<file path="config.mk">
export PLATFORM = sky130hd
export DESIGN_NAME = vic_reg_ctrl_flat
export DESIGN_NICKNAME = d
export VERILOG_FILES = /design/src/rtl/vic_pkg.sv /design/src/rtl/vic_reg_ctrl_if.sv /design/src/rtl/vic_rr_arbiter.sv /design/src/rtl/vic_reg_ctrl.sv /design/src/flat_wrapper.sv
export SDC_FILE = /design/constraint.sdc
export NUM_CORES = 1
export LEC_CHECK = 0
export BUFFER_PORTS_ARGS = -buffer_cell sky130_fd_sc_hd__clkbuf_2
export CORE_UTILIZATION = 45
export CTS_CLUSTER_SIZE = 16
export DETAILED_ROUTE_END_ITERATION = 16
export MAX_ROUTING_LAYER = met4
export PLACE_DENSITY = 0.77
export SLEW_MARGIN = 20
export SYNTH_ARGS = -nofsm -noshare
export SYNTH_HDL_FRONTEND = slang
export SYNTH_SLANG_ARGS = --single-unit
</file>
<file path="constraint.sdc">
create_clock -name i_clk -period 1.7 [get_ports i_clk]
set_clock_uncertainty 0.2 [all_clocks]
set_input_delay 0.085 -clock i_clk [delete_from_list [all_inputs] [get_ports i_clk]]
set_output_delay 0.085 -clock i_clk [all_outputs]
set_load 0.03 [all_outputs]
</file>
<file path="src/rtl/vic_pkg.sv">
// Shared definitions for the VIC configuration register access path.
//   VIC_ADDR_W   : register file address width
//   VIC_DATA_W   : register file data width
//   VIC_NUM_REGS : number of registers in the file
//   state_e      : access controller FSM states
package vic_pkg;

   localparam int unsigned VIC_ADDR_W   = 5;
   localparam int unsigned VIC_DATA_W   = 4;
   localparam int unsigned VIC_NUM_REGS = 32;

   typedef enum logic [1:0] {
      IDLE   = 2'd0,
      ACCESS = 2'd1,
      DONE   = 2'd2
   } state_e;

endpackage

</file>
<file path="src/rtl/vic_reg_ctrl_if.sv">
// Requester-side bus of the VIC register access controller.
//   req   : per-requester access request, held until the matching ack
//   we    : per-requester write (1) / read (0)
//   addr  : flattened addresses, slice k = [5k+4:5k]
//   wdata : flattened write data, slice k = [4k+3:4k]
//   ack   : one-cycle completion pulse per requester
//   rdata : read data, valid while ack is non-zero for a read
//   busy  : controller is not idle
// master = requester side, slave = controller side.
interface vic_reg_ctrl_if #(
   parameter int unsigned N_REQ = 2
);
   import vic_pkg::*;

   logic [N_REQ-1:0]            req;
   logic [N_REQ-1:0]            we;
   logic [VIC_ADDR_W*N_REQ-1:0] addr;
   logic [VIC_DATA_W*N_REQ-1:0] wdata;
   logic [N_REQ-1:0]            ack;
   logic [VIC_DATA_W-1:0]       rdata;
   logic                        busy;

   modport master (
      output req, we, addr, wdata,
      input  ack, rdata, busy
   );

   modport slave (
      input  req, we, addr, wdata,
      output ack, rdata, busy
   );

endinterface

</file>
<file path="src/rtl/vic_rr_arbiter.sv">
// Combinational round-robin arbiter.
//   req       : request vector
//   ptr       : index where the search starts (wraps modulo N_REQ)
//   gnt       : one-hot grant
//   gnt_idx   : index of the granted requester
//   gnt_valid : at least one request present
module vic_rr_arbiter #(
   parameter int unsigned N_REQ = 2,
   parameter int unsigned PTR_W = (N_REQ > 1) ? $clog2(N_REQ) : 1
) (
   input  logic [N_REQ-1:0] req,
   input  logic [PTR_W-1:0] ptr,
   output logic [N_REQ-1:0] gnt,
   output logic [PTR_W-1:0] gnt_idx,
   output logic             gnt_valid
);

   logic [PTR_W-1:0] cand;

   always_comb begin
      gnt       = '0;
      gnt_idx   = '0;
      gnt_valid = 1'b0;
      cand      = '0;
      for (int unsigned i = 0; i < N_REQ; i++) begin
         cand = PTR_W'((32'(ptr) + i) % N_REQ);
         if (!gnt_valid && req[cand]) begin
            gnt_valid = 1'b1;
            gnt_idx   = cand;
            gnt[cand] = 1'b1;
         end
      end
   end

endmodule

</file>
<file path="src/rtl/vic_reg_ctrl.sv">
// Access controller for the VIC configuration register file.
// Arbitrates N_REQ requesters round-robin and runs each granted access as
// IDLE -> ACCESS -> DONE. Every output comes straight from a register.
//   i_clk         : system clock, rising edge
//   i_rst_n       : asynchronous active-low reset
//   bus           : requester bus (slave modport), N_REQ must match
//   o_VIC_regaddr : register file address
//   o_VIC_data    : register file write data
//   o_VIC_we      : register file write enable
//   o_VIC_re      : register file read enable
//   i_VIC_data    : register file read data
module vic_reg_ctrl
   import vic_pkg::*;
#(
   parameter int unsigned N_REQ = 2
) (
   input  logic                  i_clk,
   input  logic                  i_rst_n,
   vic_reg_ctrl_if.slave         bus,
   output logic [VIC_ADDR_W-1:0] o_VIC_regaddr,
   output logic [VIC_DATA_W-1:0] o_VIC_data,
   output logic                  o_VIC_we,
   output logic                  o_VIC_re,
   input  logic [VIC_DATA_W-1:0] i_VIC_data
);

   localparam int unsigned PTR_W = (N_REQ > 1) ? $clog2(N_REQ) : 1;

   state_e                state_q, state_d;
   logic [PTR_W-1:0]      ptr_q, ptr_d;
   logic [PTR_W-1:0]      win_q, win_d;
   logic [N_REQ-1:0]      win_oh_q, win_oh_d;
   logic [VIC_ADDR_W-1:0] regaddr_q, regaddr_d;
   logic [VIC_DATA_W-1:0] vdata_q, vdata_d;
   logic                  vwe_q, vwe_d;
   logic                  vre_q, vre_d;
   logic [N_REQ-1:0]      ack_q, ack_d;
   logic [VIC_DATA_W-1:0] rdata_q, rdata_d;
   logic                  busy_q, busy_d;

   logic [N_REQ-1:0]      gnt;
   logic [PTR_W-1:0]      gnt_idx;
   logic                  gnt_valid;
   logic [VIC_ADDR_W-1:0] sel_addr;
   logic [VIC_DATA_W-1:0] sel_wdata;

   vic_rr_arbiter #(
      .N_REQ (N_REQ),
      .PTR_W (PTR_W)
   ) u_arb (
      .req       (bus.req),
      .ptr       (ptr_q),
      .gnt       (gnt),
      .gnt_idx   (gnt_idx),
      .gnt_valid (gnt_valid)
   );

   assign sel_addr  = bus.addr[gnt_idx*VIC_ADDR_W +: VIC_ADDR_W];
   assign sel_wdata = bus.wdata[gnt_idx*VIC_DATA_W +: VIC_DATA_W];

   // State and datapath registers
   always_ff @(posedge i_clk or negedge i_rst_n) begin
      if (!i_rst_n) begin
         state_q   <= IDLE;
         ptr_q     <= '0;
         win_q     <= '0;
         win_oh_q  <= '0;
         regaddr_q <= '0;
         vdata_q   <= '0;
         vwe_q     <= 1'b0;
         vre_q     <= 1'b0;
         ack_q     <= '0;
         rdata_q   <= '0;
         busy_q    <= 1'b0;
      end else begin
         state_q   <= state_d;
         ptr_q     <= ptr_d;
         win_q     <= win_d;
         win_oh_q  <= win_oh_d;
         regaddr_q <= regaddr_d;
         vdata_q   <= vdata_d;
         vwe_q     <= vwe_d;
         vre_q     <= vre_d;
         ack_q     <= ack_d;
         rdata_q   <= rdata_d;
         busy_q    <= busy_d;
      end
   end

   // Next state
   always_comb begin
      state_d = state_q;
      unique case (state_q)
         IDLE:    if (gnt_valid) state_d = ACCESS;
         ACCESS:  state_d = DONE;
         DONE:    state_d = IDLE;
         default: state_d = IDLE;
      endcase
   end

   // Next values of the registered outputs. The VIC port and ack default
   // to zero so they are only ever high for their single cycle.
   always_comb begin
      ptr_d     = ptr_q;
      win_d     = win_q;
      win_oh_d  = win_oh_q;
      regaddr_d = '0;
      vdata_d   = '0;
      vwe_d     = 1'b0;
      vre_d     = 1'b0;
      ack_d     = '0;
      rdata_d   = rdata_q;
      busy_d    = (state_d != IDLE);
      unique case (state_q)
         IDLE: begin
            if (gnt_valid) begin
               win_d     = gnt_idx;
               win_oh_d  = gnt;
               regaddr_d = sel_addr;
               vdata_d   = sel_wdata;
               vwe_d     = bus.we[gnt_idx];
               vre_d     = ~bus.we[gnt_idx];
            end
         end
         ACCESS: begin
            // vre_q doubles as the latched "this access is a read" flag
            if (vre_q) rdata_d = i_VIC_data;
            ack_d = win_oh_q;
         end
         DONE: begin
            ptr_d = (win_q == PTR_W'(N_REQ - 1)) ? '0 : win_q + 1'b1;
         end
         default: ;
      endcase
   end

   assign bus.ack       = ack_q;
   assign bus.rdata     = rdata_q;
   assign bus.busy      = busy_q;
   assign o_VIC_regaddr = regaddr_q;
   assign o_VIC_data    = vdata_q;
   assign o_VIC_we      = vwe_q;
   assign o_VIC_re      = vre_q;

endmodule

</file>
<file path="src/flat_wrapper.sv">
// flat-port wrapper written by rule: the top's interface ports become plain ports
module vic_reg_ctrl_flat import vic_pkg::*;
#(
   parameter int unsigned N_REQ = 2
)
  (i_clk, i_rst_n, o_VIC_regaddr, o_VIC_data, o_VIC_we, o_VIC_re, i_VIC_data, bus_req, bus_we, bus_addr, bus_wdata, bus_ack, bus_rdata, bus_busy);
  vic_reg_ctrl_if #(.N_REQ(N_REQ)) bus_i ();
  input  logic i_clk;
  input  logic i_rst_n;
  output logic [VIC_ADDR_W-1:0] o_VIC_regaddr;
  output logic [VIC_DATA_W-1:0] o_VIC_data;
  output logic o_VIC_we;
  output logic o_VIC_re;
  input  logic [VIC_DATA_W-1:0] i_VIC_data;
  input wire logic [$bits(bus_i.req)-1:0] bus_req;
  input wire logic [$bits(bus_i.we)-1:0] bus_we;
  input wire logic [$bits(bus_i.addr)-1:0] bus_addr;
  input wire logic [$bits(bus_i.wdata)-1:0] bus_wdata;
  output wire logic [$bits(bus_i.ack)-1:0] bus_ack;
  output wire logic [$bits(bus_i.rdata)-1:0] bus_rdata;
  output wire logic [$bits(bus_i.busy)-1:0] bus_busy;
  assign bus_i.req = bus_req;
  assign bus_i.we = bus_we;
  assign bus_i.addr = bus_addr;
  assign bus_i.wdata = bus_wdata;
  assign bus_ack = bus_i.ack;
  assign bus_rdata = bus_i.rdata;
  assign bus_busy = bus_i.busy;
  vic_reg_ctrl #(.N_REQ(N_REQ)) u_core (.i_clk(i_clk), .i_rst_n(i_rst_n), .bus(bus_i), .o_VIC_regaddr(o_VIC_regaddr), .o_VIC_data(o_VIC_data), .o_VIC_we(o_VIC_we), .o_VIC_re(o_VIC_re), .i_VIC_data(i_VIC_data));
endmodule
</file>
# After elaboration in Yosys (flattened, before gate mapping)
# Cells that the tools add are included.
# W data, S select, Z words.
[classes]
add_sub_neg = 2
mul = 1
div = 0
order_cmp = 5
eq_ne = 2
shifts = 2
mux = 28
bitwise_logic = 2
reduce_logical = 8
[op_table]
columns = ["operator", "count"]
rows = [
  ["$mux W1", 17],
  ["$mux W5", 2],
  ["$shiftx A10 B5 Y5", 1],
  ["$mux W2", 4],
  ["$mux W4", 2],
  ["$shiftx A8 B4 Y4", 1],
  ["$lt A1 B2 Y1 const B", 3],
  ["$mul A1 B3 Y4 const B", 1],
  ["$pmux W2 S2", 1],
  ["$reduce_and A2 Y1", 2],
  ["$logic_and A1 B1 Y1", 3],
  ["$add A1 B1 Y1 const B", 2],
  ["$demux W1 S1", 2],
  ["$eq A2 B1 Y1 const B", 1],
  ["$eq A2 B2 Y1 const B", 1],
  ["$ge A1 B1 Y1 const B", 2],
  ["$logic_not A2 Y1", 1],
  ["$or A2 B2 Y2", 1],
  ["$reduce_bool A2 Y1", 1],
  ["$logic_not A1 Y1", 1],
  ["$not A1 Y1", 1],
]
[word_totals]
regBits = 24
latchBits = 0
ramBits = 0
mem_bits_ro = 0
in_bits = 28
out_inout_bits = 18
wordCells = 61
mem_count = 0

# Depth between registers and ports, before layout
[depth]
ltp_word = 11
mapped_depth = 4
mapped_depth_nobuf = 3

# Hierarchy
# From an unflattened synthesis, not the netlist that was laid out.
[unflattened]
cells_unflattened = 71
hier_area_um2 = 957.2
[modules_own_cells]
columns = ["module", "n_inst", "cells_each", "area_each_um2", "seq_area_each_um2"]
rows = [
  ["vic_reg_ctrl", 1, 66, 924.6, 600.6],
  ["vic_rr_arbiter", 1, 5, 32.5, 0.0],
]

# Worst setup path after synthesis
# No wires, ideal clock.
[synth_path]
path_kind = "register to register"
startpoint = "register u_core.state_q[1]"
endpoint = "register u_core.rdata_q[0] (netlist: u_core.bus.rdata[0])"
setup_ns = 0.125
t_arrival_ns = 0.946
required_ns = 1.375
path_slack_ns = 0.429
stages_incl_launch_ff = 4
path_buffers = 0
period_less_slack_ns = 1.271
path_cell_list = "dfrtp_1 > nor2b_4 > nand2_4 > mux2_4"
[synth_via]
elab_chain_cells = 2
[synth_lines]
columns = ["item", "line_no", "rtl"]
rows = [
  ["from (decl)", "vic_reg_ctrl.sv:29", "state_e state_q, state_d;"],
  ["from (signal assigned)", "vic_reg_ctrl.sv:76", "state_q <= state_d;"],
  ["$eq A2 B1 Y1", "vic_reg_ctrl.sv:114", "unique case (state_q)"],
  ["$reduce_and A2 Y1 (no line)", "--", ""],
  ["to (signal assigned)", "vic_reg_ctrl.sv:85", "rdata_q <= rdata_d;"],
  ["to (decl)", "vic_reg_ctrl.sv:38", "logic [VIC_DATA_W-1:0] rdata_q, rdata_d;"],
]
# Every way passes these cells.
# A chain may end at the register's enable or synchronous reset.

# Final worst setup path
[layout_path]
startpoint = "input port bus_req[1]"
endpoint = "register u_core.vre_q (netlist: u_core.o_VIC_re)"
[layout_via]
elab_chain_cells = 11
elab_cells_between_ends = 15
classes_between = "mux: 12; bitwise: 1; reduce/logical: 2"
[layout_lines]
columns = ["item", "line_no", "rtl"]
rows = [
  ["from (decl)", "flat_wrapper.sv:15", "input wire logic [$bits(bus_i.req)-1:0] bus_req;"],
  ["$mux W1 (implied by the code) (2 in a row)", "vic_rr_arbiter.sv:27", "if (!gnt_valid && req[cand]) begin"],
  ["$mux W1", "vic_rr_arbiter.sv:27", ""],
  ["$logic_not A1 Y1", "vic_rr_arbiter.sv:27", ""],
  ["$logic_and A1 B1 Y1", "vic_rr_arbiter.sv:27", ""],
  ["$mux W1", "vic_rr_arbiter.sv:27", ""],
  ["$mux W1 (implied by the code) (2 in a row)", "vic_reg_ctrl.sv:122", "vre_d = ~bus.we[gnt_idx];"],
  ["$not A1 Y1", "vic_reg_ctrl.sv:122", ""],
  ["$mux W1 (*)", "vic_reg_ctrl.sv:116", "if (gnt_valid) begin"],
  ["$mux W1 (*)", "vic_reg_ctrl.sv:114", ""],
  ["named net u_core.vre_d", "vic_reg_ctrl.sv:36", "logic vre_q, vre_d;"],
  ["to (signal assigned)", "vic_reg_ctrl.sv:83", "vre_q <= vre_d;"],
  ["to (decl)", "vic_reg_ctrl.sv:36", ""],
]
# Mark *: on every way through the listed nets, which the timed path passes. The rest lies on a longest branch. The select of a mux whose other input is x is not followed.

==> reports/qor.csv <==
metric,value,unit
clk_pin_slew,0.13,ns
core,2040,um^2
crit_slowest_cell,dlygate4sd3_1,
period_minus_slack,1.57,ns
grt_pass1_vias,933,
cpPeakStageDelay,0.55,ns
status,"complete, no violations",
synthFlopType,dfrtp_1,
critPathKind,input port to flop,
clock-root-buffer,clkbuf_4,
clkSinkCount,24,
hold_slack,0.0940,ns
grt_max_degree,25,
drive_gt1_share,39.4,%
postLayoutCellArea,1560,um^2
insertion_delay,0.31,ns
area_delta_synth_final,54.2,%
wl_per_cell,14.8,um
nFillCells,134,
vias,923,
vdd_drop_max,0.00119,V
wl,2700,um
cts_max_level,1,
timing.rr.start,u_core.state_q[1],
seq_area_frac_synth,59.3,%
postSynthAreaPerCell,12.2,um^2
viasPerCell,5.07,
grt_pass1_wl,4240,um
r2r_end,u_core.win_oh_q[1],
max_slew_margin,62.2,%
cts_buffers,3,
synth_top_area_share,59.3,%
power,2230,uW
drc,0,
cap_violations,0,
finalHoldViolCount,0,
cp-start-kind,input port,
dpl.hpwl,1380,um
fmax,636,MHz
endpoint_kind,flop,
cp.required,1.72,ns
drv_slew,0,
port_buffers,45,
row_count,16,
ys_types,20,
rsz0062_at_grt,false,
first_iter_violations,13,
postRouteAntennaNets,0,
seq_area,601,um^2
tns,0,ns
grt_overflow,0,
num_antenna_cells,0,
ys_seq_elements,24,
routabilityCongestion,0.899,
die_area,2450,um^2
synth_area,1010,um^2
die_w,49.5,um
synth_warnings,0,
syn_nets,111,
yosys.area.top_type,dfrtp_1,
synth_area_leaders,"dfrtp_1, nand3b_1, mux2_4",
final.period_utilization,92.5,%
final_cell_mix,"clkbuf_2, dlygate4sd3_1, dfrtp_1, o21ai_0",
leakage,0.000801,uW
final_common_cell,clkbuf_2,
cts_tree,yes,
crit_fanout,12,
crit_chain,dlygate4sd3_1 -> clkbuf_2 -> buf_4 -> inv_1 -> o21ai_0 -> and3b_1,
fp.dieH,49.5,um
netlist_instances,83,
cts_max_path_buffers,2,
ioPinCount,46,
hold_path.class,input port to asynchronous set/reset pin,
arrival,1.59,ns
cts_setup_buffers,0,
worst-r2r-cell-count,3,
synth_edf_count,0,
async_reset_ff_share,100,%
multi_input_area,378,um^2
antenna_found_initial,0,
placed_area,1250,um^2
firstDrtPassIters,4,
setup_violations,0,
reg2reg_slack,0.24,ns
power_density,1430,nW/um^2
worst_pin_slew,0.567,ns
nets,184,
grt_usage,24.6,%
start_util,49.6,%
worst max-delay path, delay by kind of cell:
family / cells / cell delay (ns)
simple gates: 1 / 0.20
compound gates: 1 / 0.18
buf+inv: 4 / 1.13
state kept, by name, indices dropped and copies added (netlist names):
name and cells:
u_core.o_VIC_regaddr 5, u_core.bus.rdata 4, u_core.o_VIC_data 4, u_core.bus.ack 2
u_core.state_q 2, u_core.win_oh_q 2, u_core.bus.busy 1, u_core.o_VIC_re 1
u_core.o_VIC_we 1, u_core.ptr_q 1, u_core.win_q 1
per-layer routing:
metal | wire (um) | vias to the layer above | global-route usage (%)
met5 | 0 | - | -
met3 | 163 | 14 | 5.56
met4 | 167 | 0 | 18.6
met1 | 1030 | 435 | 28.0
li1 | - | 429 | -
met2 | 1340 | 45 | 37.7
how the worst max path moves through the flow:
stage | slack (ns) | startpoint | to | depth (start not counted)
floorplan | 0.43 | u_core.state_q[1] | u_core.bus.rdata[0] | 3
global placement | 0.28 | u_core.state_q[1] | u_core.win_oh_q[1] | 3
detailed placement | 0.24 | u_core.state_q[1] | u_core.win_q | 3
CTS | 0.05 | bus_req[1] | u_core.win_q | 4
global route | 0.07 | bus_req[1] | u_core.o_VIC_we | 6
finish | 0.13 | bus_req[1] | u_core.o_VIC_re | 6
cell usage after synthesis (2+ instances only):
| master | n |
|---|---|
| nand3b_1 | 10 |
| dfrtp_1 | 24 |
| a21oi_1 | 10 |
| o21ai_0 | 11 |
| mux2_4 | 4 |
| inv_1 | 3 |
| nor2_1 | 2 |
| nor2b_4 | 2 |
| mux2_2 | 2 |
| buf_2 | 4 |
| and2_1 | 2 |
layout make-up:
class                   count  area share (%)
well taps                  27            2.16
flip-flops and latches     24            38.4
inverters                   3           0.721
clock buffers               4            2.32
multi-input cells          51            24.2
repair buffers             73            32.2
repair_timing:
action / CTS / global route
setup endpoints to repair: 0 / 2
gates resized for setup: 0 / 1
hold buffers: 27 / 0
hold endpoints to repair: 41 / 0
logic make-up (layout without fill, tap and decap cells):
logic type,count (synthesis),after routing,synth area share [%]
and+or+nand+nor,22,22,16.2
buffers and inverters,8,80,4.20
AOI/OAI and AO/OA,22,22,11.2
DFF,24,24,59.3
muxes,7,7,9.14
report_power, final:
| group | internal, uW | switching, uW | leakage (uW) | total, uW |
|---|---|---|---|---|
| Combinational | 403 | 631 | 0.000476 | 1030 |
| Sequential | 788 | 119 | 0.000304 | 907 |
| Clock | 131 | 163 | 0.0000210 | 293 |
per-stage QoR:
stage | utilization (%) | worst slack (ns) | instances
global placement | 61.2 | 0.283 | 151
finish | 76.5 | 0.128 | 182
CTS | 76.2 | 0.0507 | 182
global route | 76.5 | 0.0738 | 182
detailed placement | 61.2 | 0.238 | 151
floorplan | - | 0.429 | 83
No activity file was read; power rests on OpenSTA's default activity.
